--- src/rtl/alarm_bank_if.sv ---
// Configuration write bus for alarm_bank: one channel written per cycle.
// The master drives the strobe and fields; alarm_bank is the slave.
interface alarm_bank_if #(
  parameter int CNT_W  = 32,
  parameter int NUM_CH = 4
);
  localparam int CH_W = (NUM_CH > 1) ? $clog2(NUM_CH) : 1;

  logic             cfg_we_i;
  logic [CH_W-1:0]  cfg_ch_i;
  logic             cfg_en_i;
  logic             cfg_mode_i;
  logic [CNT_W-1:0] cfg_alarm_i;
  logic [CNT_W-1:0] cfg_period_i;

  modport master (
    output cfg_we_i, cfg_ch_i, cfg_en_i,
    output cfg_mode_i, cfg_alarm_i, cfg_period_i
  );

  modport slave (
    input cfg_we_i, cfg_ch_i, cfg_en_i,
    input cfg_mode_i, cfg_alarm_i, cfg_period_i
  );
endinterface

--- src/rtl/alarm_bank.sv ---
// NUM_CH one-shot/periodic compare alarms on a shared counter, OR-ed irq.
// Define ALARM_BANK_OVERRUN_EN to add per-channel overrun flag/counter.
module alarm_bank #(
  parameter int CNT_W  = 32,
  parameter int NUM_CH = 4
) (
  input  logic              clk_i,
  input  logic              rst_an_i,
  input  logic              rst_i,
  input  logic [CNT_W-1:0]  counter_i,
  alarm_bank_if.slave       cfg,
  input  logic [NUM_CH-1:0] ack_i,
  input  logic [NUM_CH-1:0] irq_mask_i,
  output logic [NUM_CH-1:0] alarm_pulse_o,
  output logic [NUM_CH-1:0] alarm_pend_o,
  output logic              irq_o
`ifdef ALARM_BANK_OVERRUN_EN
  ,
  output logic [NUM_CH-1:0]   ovr_o,
  output logic [4*NUM_CH-1:0] ovr_cnt_o
`endif
);
  localparam int CH_W = (NUM_CH > 1) ? $clog2(NUM_CH) : 1;

  typedef enum logic [1:0] {
    IDLE  = 2'd0,
    ARMED = 2'd1,
    DONE  = 2'd2
  } st_e;

  st_e              state_q [NUM_CH];
  st_e              state_d [NUM_CH];
  logic [CNT_W-1:0] cmp_q   [NUM_CH];
  logic [CNT_W-1:0] cmp_d   [NUM_CH];
  logic [CNT_W-1:0] per_q   [NUM_CH];
  logic [CNT_W-1:0] per_d   [NUM_CH];
  logic [NUM_CH-1:0] mode_q, mode_d;
  logic [NUM_CH-1:0] wr, hit;

  logic [NUM_CH-1:0] pulse_d, pend_d;
  logic              irq_d;

  always_ff @(posedge clk_i or negedge rst_an_i) begin
    if (!rst_an_i) begin
      for (int k = 0; k < NUM_CH; k++) begin
        state_q[k] <= IDLE;
        cmp_q[k]   <= '0;
        per_q[k]   <= '0;
      end
      mode_q <= '0;
    end else if (rst_i) begin
      for (int k = 0; k < NUM_CH; k++) begin
        state_q[k] <= IDLE;
        cmp_q[k]   <= '0;
        per_q[k]   <= '0;
      end
      mode_q <= '0;
    end else begin
      for (int k = 0; k < NUM_CH; k++) begin
        state_q[k] <= state_d[k];
        cmp_q[k]   <= cmp_d[k];
        per_q[k]   <= per_d[k];
      end
      mode_q <= mode_d;
    end
  end

  // A write to a channel pre-empts its match in the same cycle.
  always_comb begin
    mode_d = mode_q;
    wr     = '0;
    hit    = '0;
    for (int k = 0; k < NUM_CH; k++) begin
      state_d[k] = state_q[k];
      cmp_d[k]   = cmp_q[k];
      per_d[k]   = per_q[k];
      wr[k]  = cfg.cfg_we_i && (cfg.cfg_ch_i == CH_W'(k));
      hit[k] = !wr[k] && (state_q[k] == ARMED) &&
               (counter_i == cmp_q[k]);
      unique case (1'b1)
        wr[k]: begin
          state_d[k] = cfg.cfg_en_i ? ARMED : IDLE;
          cmp_d[k]   = cfg.cfg_alarm_i;
          per_d[k]   = cfg.cfg_period_i;
          mode_d[k]  = cfg.cfg_mode_i;
        end
        hit[k]: begin
          if (mode_q[k] && (per_q[k] != '0)) begin
            cmp_d[k] = cmp_q[k] + per_q[k];
          end else begin
            state_d[k] = DONE;
          end
        end
        default: ;
      endcase
    end
  end

  always_comb begin
    pulse_d = hit;
    pend_d  = hit | (alarm_pend_o & ~ack_i);
    irq_d   = |(alarm_pend_o & irq_mask_i);
  end

  always_ff @(posedge clk_i or negedge rst_an_i) begin
    if (!rst_an_i) begin
      alarm_pulse_o <= '0;
      alarm_pend_o  <= '0;
      irq_o         <= 1'b0;
    end else if (rst_i) begin
      alarm_pulse_o <= '0;
      alarm_pend_o  <= '0;
      irq_o         <= 1'b0;
    end else begin
      alarm_pulse_o <= pulse_d;
      alarm_pend_o  <= pend_d;
      irq_o         <= irq_d;
    end
  end

`ifdef ALARM_BANK_OVERRUN_EN
  logic [NUM_CH-1:0]   ovr_d;
  logic [4*NUM_CH-1:0] ovr_cnt_d;
  logic [NUM_CH-1:0]   ovr_set;

  always_comb begin
    ovr_d     = ovr_o;
    ovr_cnt_d = ovr_cnt_o;
    ovr_set   = hit & alarm_pend_o & ~ack_i;
    for (int k = 0; k < NUM_CH; k++) begin
      if (ack_i[k]) begin
        ovr_d[k]         = 1'b0;
        ovr_cnt_d[4*k+:4] = 4'd0;
      end else if (ovr_set[k]) begin
        ovr_d[k] = 1'b1;
        if (ovr_cnt_o[4*k+:4] != 4'hf) begin
          ovr_cnt_d[4*k+:4] = ovr_cnt_o[4*k+:4] + 4'd1;
        end
      end
    end
  end

  always_ff @(posedge clk_i or negedge rst_an_i) begin
    if (!rst_an_i) begin
      ovr_o     <= '0;
      ovr_cnt_o <= '0;
    end else if (rst_i) begin
      ovr_o     <= '0;
      ovr_cnt_o <= '0;
    end else begin
      ovr_o     <= ovr_d;
      ovr_cnt_o <= ovr_cnt_d;
    end
  end
`endif
endmodule

--- src/flat_wrapper.sv ---
// flat-port wrapper written by rule: the top's interface ports become plain ports
module alarm_bank_flat 
#(
  parameter int CNT_W  = 32,
  parameter int NUM_CH = 4
)
  (clk_i, rst_an_i, rst_i, counter_i, ack_i, irq_mask_i, alarm_pulse_o, alarm_pend_o, irq_o, cfg_cfg_we_i, cfg_cfg_ch_i, cfg_cfg_en_i, cfg_cfg_mode_i, cfg_cfg_alarm_i, cfg_cfg_period_i);
  alarm_bank_if #(.CNT_W(CNT_W), .NUM_CH(NUM_CH)) cfg_i ();
  input  logic clk_i;
  input  logic rst_an_i;
  input  logic rst_i;
  input  logic [CNT_W-1:0] counter_i;
  input  logic [NUM_CH-1:0] ack_i;
  input  logic [NUM_CH-1:0] irq_mask_i;
  output logic [NUM_CH-1:0] alarm_pulse_o;
  output logic [NUM_CH-1:0] alarm_pend_o;
  output logic irq_o;
  input wire logic [$bits(cfg_i.cfg_we_i)-1:0] cfg_cfg_we_i;
  input wire logic [$bits(cfg_i.cfg_ch_i)-1:0] cfg_cfg_ch_i;
  input wire logic [$bits(cfg_i.cfg_en_i)-1:0] cfg_cfg_en_i;
  input wire logic [$bits(cfg_i.cfg_mode_i)-1:0] cfg_cfg_mode_i;
  input wire logic [$bits(cfg_i.cfg_alarm_i)-1:0] cfg_cfg_alarm_i;
  input wire logic [$bits(cfg_i.cfg_period_i)-1:0] cfg_cfg_period_i;
  assign cfg_i.cfg_we_i = cfg_cfg_we_i;
  assign cfg_i.cfg_ch_i = cfg_cfg_ch_i;
  assign cfg_i.cfg_en_i = cfg_cfg_en_i;
  assign cfg_i.cfg_mode_i = cfg_cfg_mode_i;
  assign cfg_i.cfg_alarm_i = cfg_cfg_alarm_i;
  assign cfg_i.cfg_period_i = cfg_cfg_period_i;
  alarm_bank #(.CNT_W(CNT_W), .NUM_CH(NUM_CH)) u_core (.clk_i(clk_i), .rst_an_i(rst_an_i), .rst_i(rst_i), .counter_i(counter_i), .cfg(cfg_i), .ack_i(ack_i), .irq_mask_i(irq_mask_i), .alarm_pulse_o(alarm_pulse_o), .alarm_pend_o(alarm_pend_o), .irq_o(irq_o));
endmodule
--- config.mk ---
export PLATFORM = sky130hd
export DESIGN_NAME = alarm_bank_flat
export DESIGN_NICKNAME = d
export VERILOG_FILES = /design/src/rtl/alarm_bank_if.sv /design/src/rtl/alarm_bank.sv /design/src/flat_wrapper.sv
export SDC_FILE = /design/constraint.sdc
export NUM_CORES = 1
export LEC_CHECK = 0
export BUFFER_PORTS_ARGS = -buffer_cell sky130_fd_sc_hd__buf_2
export CAP_MARGIN = 15
export CORE_UTILIZATION = 45
export CTS_CLUSTER_DIAMETER = 150
export DETAILED_ROUTE_END_ITERATION = 8
export PLACE_DENSITY = 0.65
export SLEW_MARGIN = 5
export SYNTH_ARGS = -nofsm -noshare
export SYNTH_HDL_FRONTEND = slang
export SYNTH_SLANG_ARGS = --single-unit
--- constraint.sdc ---
create_clock -name clk_i -period 5.35 [get_ports clk_i]
set_input_delay 0.2675 -clock clk_i [delete_from_list [all_inputs] [get_ports clk_i]]
set_output_delay 0.2675 -clock clk_i [all_outputs]
set_load 0.005 [all_outputs]
==> impl_metrics.tcl, run 1 <==
set metrics [dict create \
    finalWirelength_um 76410 \
    crit_start "u_core.per_q[70]" \
    cts_buffers 35 \
    p_leak_nw 9.781 \
    relSlewSlack_pct 21.56 \
    viasPerCell 6.273 \
    cts-resized-gates 0 \
    synth_top_family_by_area "compound AO/OA/AOI/OAI gates" \
    post-route-drc-count 0 \
    layout-drive-gt1-share_pct 9.194 \
    status "complete, no violations" \
    die_w_um 212.6 \
    dp_hpwl_um 58530 \
    grt_pass1_vias 17892 \
    holdBufCountCts 4 \
    fin_tns_setup_ns 0 \
    hold_viol_final 0 \
    post_cts_buffers 0 \
    cts.sinks 277 \
    core_um2 43460 \
    grt_use_total_pct 33.99 \
    path_class "reg -> reg" \
    async_flop_share_pct 100.0 \
    fin_worst_skew_ns 0.01823 \
    rsz0062_at_grt "false" \
    finalNetCount 2695 \
    ys_ff_latch 277 \
    drt_iter0_drc 2036 \
    dieArea_um2 45220 \
    overflow 0 \
    rows 76 \
    syn_inst 2398 \
    required_ns 5.79 \
    hp-class "in -> reg" \
    synth_edf_count 0 \
    ios 121 \
    worstSetupEndpointType "register" \
    synth_fa_ha_area_share_pct 8.171 \
    yosysSeqAreaShare_pct 34.72 \
    clockBufferDepth 3 \
    synth-xor-area-share_pct 10.21 \
    path_clk_slew_ns 0.06 \
    worst_slack_ns 1.472 \
    synth_area_per_cell_um2 8.326 \
    pre_cts_slack_ns 1.588 \
    fin_crit_ns 3.878 \
    p_per_area_nw_per_um2 255.0 \
    use_met3_pct 4.210 \
    slew_viol_final 0 \
    synth_nets 2638 \
    max_freq_ghz 0.2578 \
    grt_util_met2_pct 52.95 \
    worst_pin_slew_ns 1.172 \
    crit_fanout 10 \
    final.period_utilization_pct 72.49 \
    ctsHtreeMaxLevel 2 \
    min-delay-start "cfg_cfg_period_i[0]" \
    crit-reg2reg-launch "u_core.per_q[70]" \
    start_kind "register" \
    met1_usage_pct 47.89 \
    worst_ep_arrival_time_ns 4.32 \
    ir_drop_uv 199.3 \
    yosys.area_share.simple_pct 20.25 \
    initial_core_util_pct 45.95 \
    syn_area_um2 19970 \
    setup_violations 0 \
    die_y_um 212.6 \
    drt_first_pass_iters 6 \
    grt_max_degree 134 \
    yosysWarnings 0 \
    num_vias 19232 \
    grt_pass1_wl_um 113900 \
    synth_compound_area_share_pct 21.43 \
    io_buffers 120 \
    muxShareOfSynthArea_pct 1.905 \
    busiest_layer "met2" \
    grt_antenna_before_repair 4 \
    cts-root-buf "clkbuf_16" \
    clkLatencyLatePin_ns 0.56 \
    wl_per_cell_um 24.92 \
    area_growth_pct 11.38 \
    maxCapViolations 0 \
    gp_congestion 0.9574 \
    ant_nets 0 \
    tritoncts "built" \
    synth_top_flop_cell "dfrtp_1" \
    yosysUniqueCellTypes 77 \
]
==> synthesized netlist by cell type (all sizes together), types with 8 or more instances <==
| library cell | count | area [um^2] |
|---|---|---|
| a211oi | 50 | 375.4 |
| a21o | 57 | 427.9 |
| a21oi | 288 | 1441 |
| a221oi | 10 | 87.58 |
| a22oi | 49 | 367.9 |
| a31oi | 18 | 112.6 |
| and3 | 22 | 142.6 |
| buf | 24 | 132.6 |
| clkbuf | 102 | 382.9 |
| dfrtp | 277 | 6932 |
| ha | 124 | 1551 |
| inv | 39 | 146.4 |
| mux2i | 38 | 380.4 |
| nand2 | 407 | 1530 |
| nand2b | 20 | 125.1 |
| nand3 | 38 | 190.2 |
| nand4 | 70 | 437.9 |
| nor2 | 149 | 559.3 |
| nor2b | 16 | 100.1 |
| nor3 | 28 | 140.1 |
| nor3b | 8 | 60.06 |
| nor4 | 53 | 352.8 |
| o211ai | 9 | 67.56 |
| o21a | 14 | 105.1 |
| o21ai | 106 | 534.3 |
| o21bai | 14 | 105.1 |
| o22ai | 26 | 162.7 |
| o31ai | 13 | 127.6 |
| or3 | 10 | 62.56 |
| xnor2 | 158 | 1399 |
| xor2 | 73 | 639.4 |
==> cell type report <==
cell class	count	area (um^2)
tap	585	732.0
inverter	39	146.4
antenna	1	2.502
multi-input combinational	1956	12410
sequential	277	6932
clock inverter	12	137.6
clock buffer	50	1045
fill	4247	21220
timing repair buffer	146	837.1
==> per-stage QoR <==
step           instances  area, um^2  hold slack (ns)  total power [mW]  utilization [%]
2_1_floorplan       2398       19970         -0.02809             2.792                -
3_3_place_gp        2999       21010           0.3211             3.177            48.36
3_5_place_dp        2999       21010           0.3280             3.188            48.36
4_1_cts             3065       22240         0.007452             5.671            51.17
5_1_grt             3065       22240          0.01490             5.837            51.17
6_report            3066       22240          0.02307             5.670            51.17
==> cells in the final DEF, fill, tap and decap left out, types with 7 or more instances in the layout <==
cell type	instances
buf_4	21
nand2b_1	20
a22oi_1	49
o21ai_1	27
inv_1	39
a31oi_1	18
o21a_1	14
o21bai_1	14
nand2_1	406
ha_1	124
nor3b_1	7
nor2b_1	16
dfrtp_1	277
o31ai_1	7
nor2_1	148
xor2_1	73
nand4_1	70
clkbuf_8	8
clkbuf_16	37
o211ai_1	9
mux2i_1	38
clkinv_2	8
nor3_1	27
buf_2	118
a211oi_1	50
a21oi_1	288
nor4_1	50
o21ai_0	78
or3_1	10
xnor2_1	156
o22ai_1	26
a21o_1	57
a221oi_1	10
nand3_1	38
and3_1	21
==> layer usage <==
metal / vias to the layer above / wire (um)
met2: 830 / 34200
li1: 8761 / -
met4: 6 / 3131
met3: 167 / 4823
met1: 9468 / 34220
met5: - / 44
==> kinds of logic (layout without fill, tap and decap cells) <==
| family | count (synthesis) | in the layout |
|---|---|---|
| and+or+nand+nor | 864 | 864 |
| xor gates and xnor gates | 231 | 231 |
| adders and majority gates | 128 | 128 |
| other | 0 | 1 |
| muxes | 38 | 38 |
| AOI/OAI and AO/OA | 695 | 695 |
| DFF | 277 | 277 |
| buffers and inverters | 165 | 247 |
==> flip-flops by register name, summed over array words and instances (netlist names) <==
signal,cells
u_core.mode_q,4
u_core.per_q,128
u_core.alarm_pulse_o,4
u_core.cmp_q,128
u_core.irq_o,1
u_core.alarm_pend_o,4
u_core.state_q,8
==> critical path, stage by stage, from the launching register on <==
cell       delay, ns
dfrtp_1         0.41
ha_1            0.44
a2111oi_0       0.41
o21ai_0         0.23
a21oi_1         0.28
o21bai_1        0.22
a31oi_1         0.49
nor3b_1         0.35
o31ai_1         0.18
nor4_1          0.43
a2bb2oi_1       0.26
nor3_1          0.07
==> where the power goes <==
part	switching, mW	leakage (nW)	total [mW]	internal [mW]
Clock	0.992	0.587	2.49	1.50
Sequential	0.0971	3.79	2.27	2.17
Combinational	0.612	5.40	0.909	0.297
==> final timing paths <==
kind | slack, ns | endpoint | cells after the start
worst max-delay path | 1.47 | u_core.cmp_q[95] | 11
worst min-delay path | 0.02 | u_core.per_q[0] | 3
worst max register to register | 1.47 | u_core.cmp_q[95] | 11
worst min register to register | 0.53 | u_core.state_q[3] | 2
max in group asynchronous | 3.62 | u_core.cmp_q[121] | 3
min in group asynchronous | 0.30 | u_core.per_q[104] | 2
No activity file was read; power rests on OpenSTA's default activity.
==> inputs of run 2 (changes only) <==
--- a/config.mk
+++ b/config.mk
@@ -10,7 +10,7 @@
 export CORE_UTILIZATION = 45
 export CTS_CLUSTER_DIAMETER = 150
 export DETAILED_ROUTE_END_ITERATION = 8
-export PLACE_DENSITY = 0.65
+export PLACE_DENSITY = 0.67
 export SLEW_MARGIN = 5
 export SYNTH_ARGS = -nofsm -noshare
 export SYNTH_HDL_FRONTEND = slang
==> constraint.sdc (replaced) <==
create_clock -name clk_i -period 3.5 [get_ports clk_i]
set_input_delay 0.175 -clock clk_i [delete_from_list [all_inputs] [get_ports clk_i]]
set_output_delay 0.175 -clock clk_i [all_outputs]
set_load 0.005 [all_outputs]
==> run 2 against run 1 <==
Effect of this change:
- register-to-register slack worse by 1.3 ns
- fmax up 16%
- hold slack better by 0.0020 ns
==> impl_metrics.tcl, run 2 (synthesis gave the netlist of run 1 again) <==
set metrics [dict create \
    grt_antenna_before_repair 0 \
    crit-reg2reg-launch "u_core.per_q[64]" \
    power.total_mw 8.688 \
    area_growth_pct 15.01 \
    rows 76 \
    fin_crit_ns 3.333 \
    final.period_utilization_pct 95.22 \
    core_um2 43460 \
    hp-class "in -> reg" \
    rsz0062_at_grt "false" \
    layoutNonFillerInstCount 3143 \
    cts.sinks 277 \
    final_common_cell "nand2_1" \
    slew_viol_final 0 \
    dp_hpwl_um 58250 \
    worst_ep_arrival_time_ns 3.75 \
    nFillCells 4111 \
    hold-path-cell-count 3 \
    crit_fanout 3 \
    worst-r2r-cell-count 13 \
    dp.cells 3030 \
    setup_violations 0 \
    holdPathEnd "u_core.cmp_q[25]" \
    grt_pass1_wl_um 114300 \
    register_area_um2 6932 \
    multiInputGateArea_um2 12460 \
    gp_congestion 0.9642 \
    reg2reg_slack_ns 0.17 \
    grt_max_degree 115 \
    relSlewSlack_pct 23.52 \
    path_class "reg -> reg" \
    ir_drop_uv 329.1 \
    layout_top_registers "u_core.cmp_q x128, u_core.per_q x128, u_core.state_q x8" \
    clockBufferDepth 3 \
    overflow 0 \
    p_per_area_nw_per_um2 378.3 \
    initial_core_util_pct 45.95 \
    grt_pass1_vias 18372 \
    ctsHtreeMaxLevel 2 \
    antenna_cells 0 \
    min-delay-start "cfg_cfg_alarm_i[25]" \
    tritoncts "built" \
    drt_iter0_drc 2302 \
    hold_viol_final 0 \
    post-route-drc-count 0 \
    path_clk_slew_ns 0.06 \
    drt_first_pass_iters 8 \
    ios 121 \
    die_y_um 212.6 \
    clkLatencyLatePin_ns 0.58 \
    viasPerCell 6.300 \
    worstSetupEndpointType "register" \
    wl_per_cell_um 24.39 \
    num_vias 19800 \
    layout_common_cells "nand2_1, a21oi_1, dfrtp_1" \
    fin_worst_skew_ns 0.03006 \
    maxCapViolations 0 \
    required_ns 3.92 \
    die_w_um 212.6 \
    cts_buffers 36 \
    ant_nets 0 \
    status "complete, no violations" \
    r2r-end "u_core.cmp_q[94]" \
    grt_use_total_pct 34.06 \
    p_leak_nw 10.13 \
    dieArea_um2 45220 \
    finalWirelength_um 76650 \
    layout-drive-gt1-share_pct 10.56 \
    max_freq_ghz 0.3000 \
    start_kind "register" \
    finalNetCount 2771 \
    worst_pin_slew_ns 1.143 \
    cts-root-buf "clkbuf_16" \
    io_buffers 120 \
]
==> run 2: repair_timing <==
item                       CTS  global route
setup buffers                0             1
gates resized for setup      1             9
hold endpoints to repair   254             0
cloned                       0             0
hold buffers                47             0
pin swaps                    0             1
setup endpoints to repair    3            12
==> run 2: stage by stage <==
| stage | cell area, um^2 | setup TNS [ns] | utilization [%] | worst slack, ns | hold WS, ns |
|---|---|---|---|---|---|
| 2_1_floorplan | 19970 | 0 | - | 0.5719 | -0.1206 |
| 3_3_place_gp | 21260 | 0 | 48.92 | 0.01547 | 0.3294 |
| 3_5_place_dp | 21260 | -0.03019 | 48.92 | -0.02971 | 0.3389 |
| 4_1_cts | 22910 | 0 | 52.72 | 0.09544 | 0.0005608 |
| 5_1_grt | 22960 | 0 | 52.84 | 0.005899 | 0.01790 |
| 6_report | 22960 | 0 | 52.84 | 0.1672 | 0.02506 |
==> run 2: worst max-delay path, cell delays in order (launching register included) <==
cell and delay, ns:
dfrtp_1 0.41, ha_1 0.25, inv_1 0.08, fa_1 0.20
nand2b_1 0.17, a211oi_1 0.10, or3b_2 0.52, a31oi_2 0.30
o21ai_0 0.25, a31oi_1 0.24, o21ai_0 0.14, o31ai_1 0.26
xor2_1 0.18, o22ai_1 0.08
==> run 2: worst max-delay path by stage <==
stage | cells after the start | start | endpoint | slack, ns
after floorplan | 12 | u_core.per_q[70] | u_core.cmp_q[95] | 0.57
after global placement | 13 | u_core.per_q[96] | u_core.cmp_q[122] | 0.02
after detailed placement | 13 | u_core.per_q[96] | u_core.cmp_q[122] | -0.03
after CTS | 13 | u_core.per_q[64] | u_core.cmp_q[94] | 0.1
after global routing | 13 | u_core.cmp_q[32] | u_core.cmp_q[62] | 0.006
final | 13 | u_core.per_q[64] | u_core.cmp_q[94] | 0.17
==> run 2: where the power goes <==
part,internal (mW),switching (mW),total [mW]
logic,0.497,0.959,1.46
clock network,2.20,1.57,3.77
registers,3.32,0.139,3.46
total,6.02,2.67,8.69
==> run 2: final cells by class <==
cell class,instances,share of cell area [%]
Clock buffer,49,4.446
Clock inverter,16,0.6647
Inverter,39,0.6375
Multi-Input combinational cell,1956,54.26
Sequential cell,277,30.18
Tap cell,585,3.187
Timing Repair Buffer,221,6.620
==> run 2: routing by layer <==
layer | part of all wire, % | up-vias | GRT usage, %
li1 | - | 8918 | -
met5 | 0 | - | 0
met2 | 44 | 1067 | 52.10
met4 | 4.5 | 0 | 14.66
met3 | 8.4 | 191 | 4.712
met1 | 43 | 9624 | 47.97
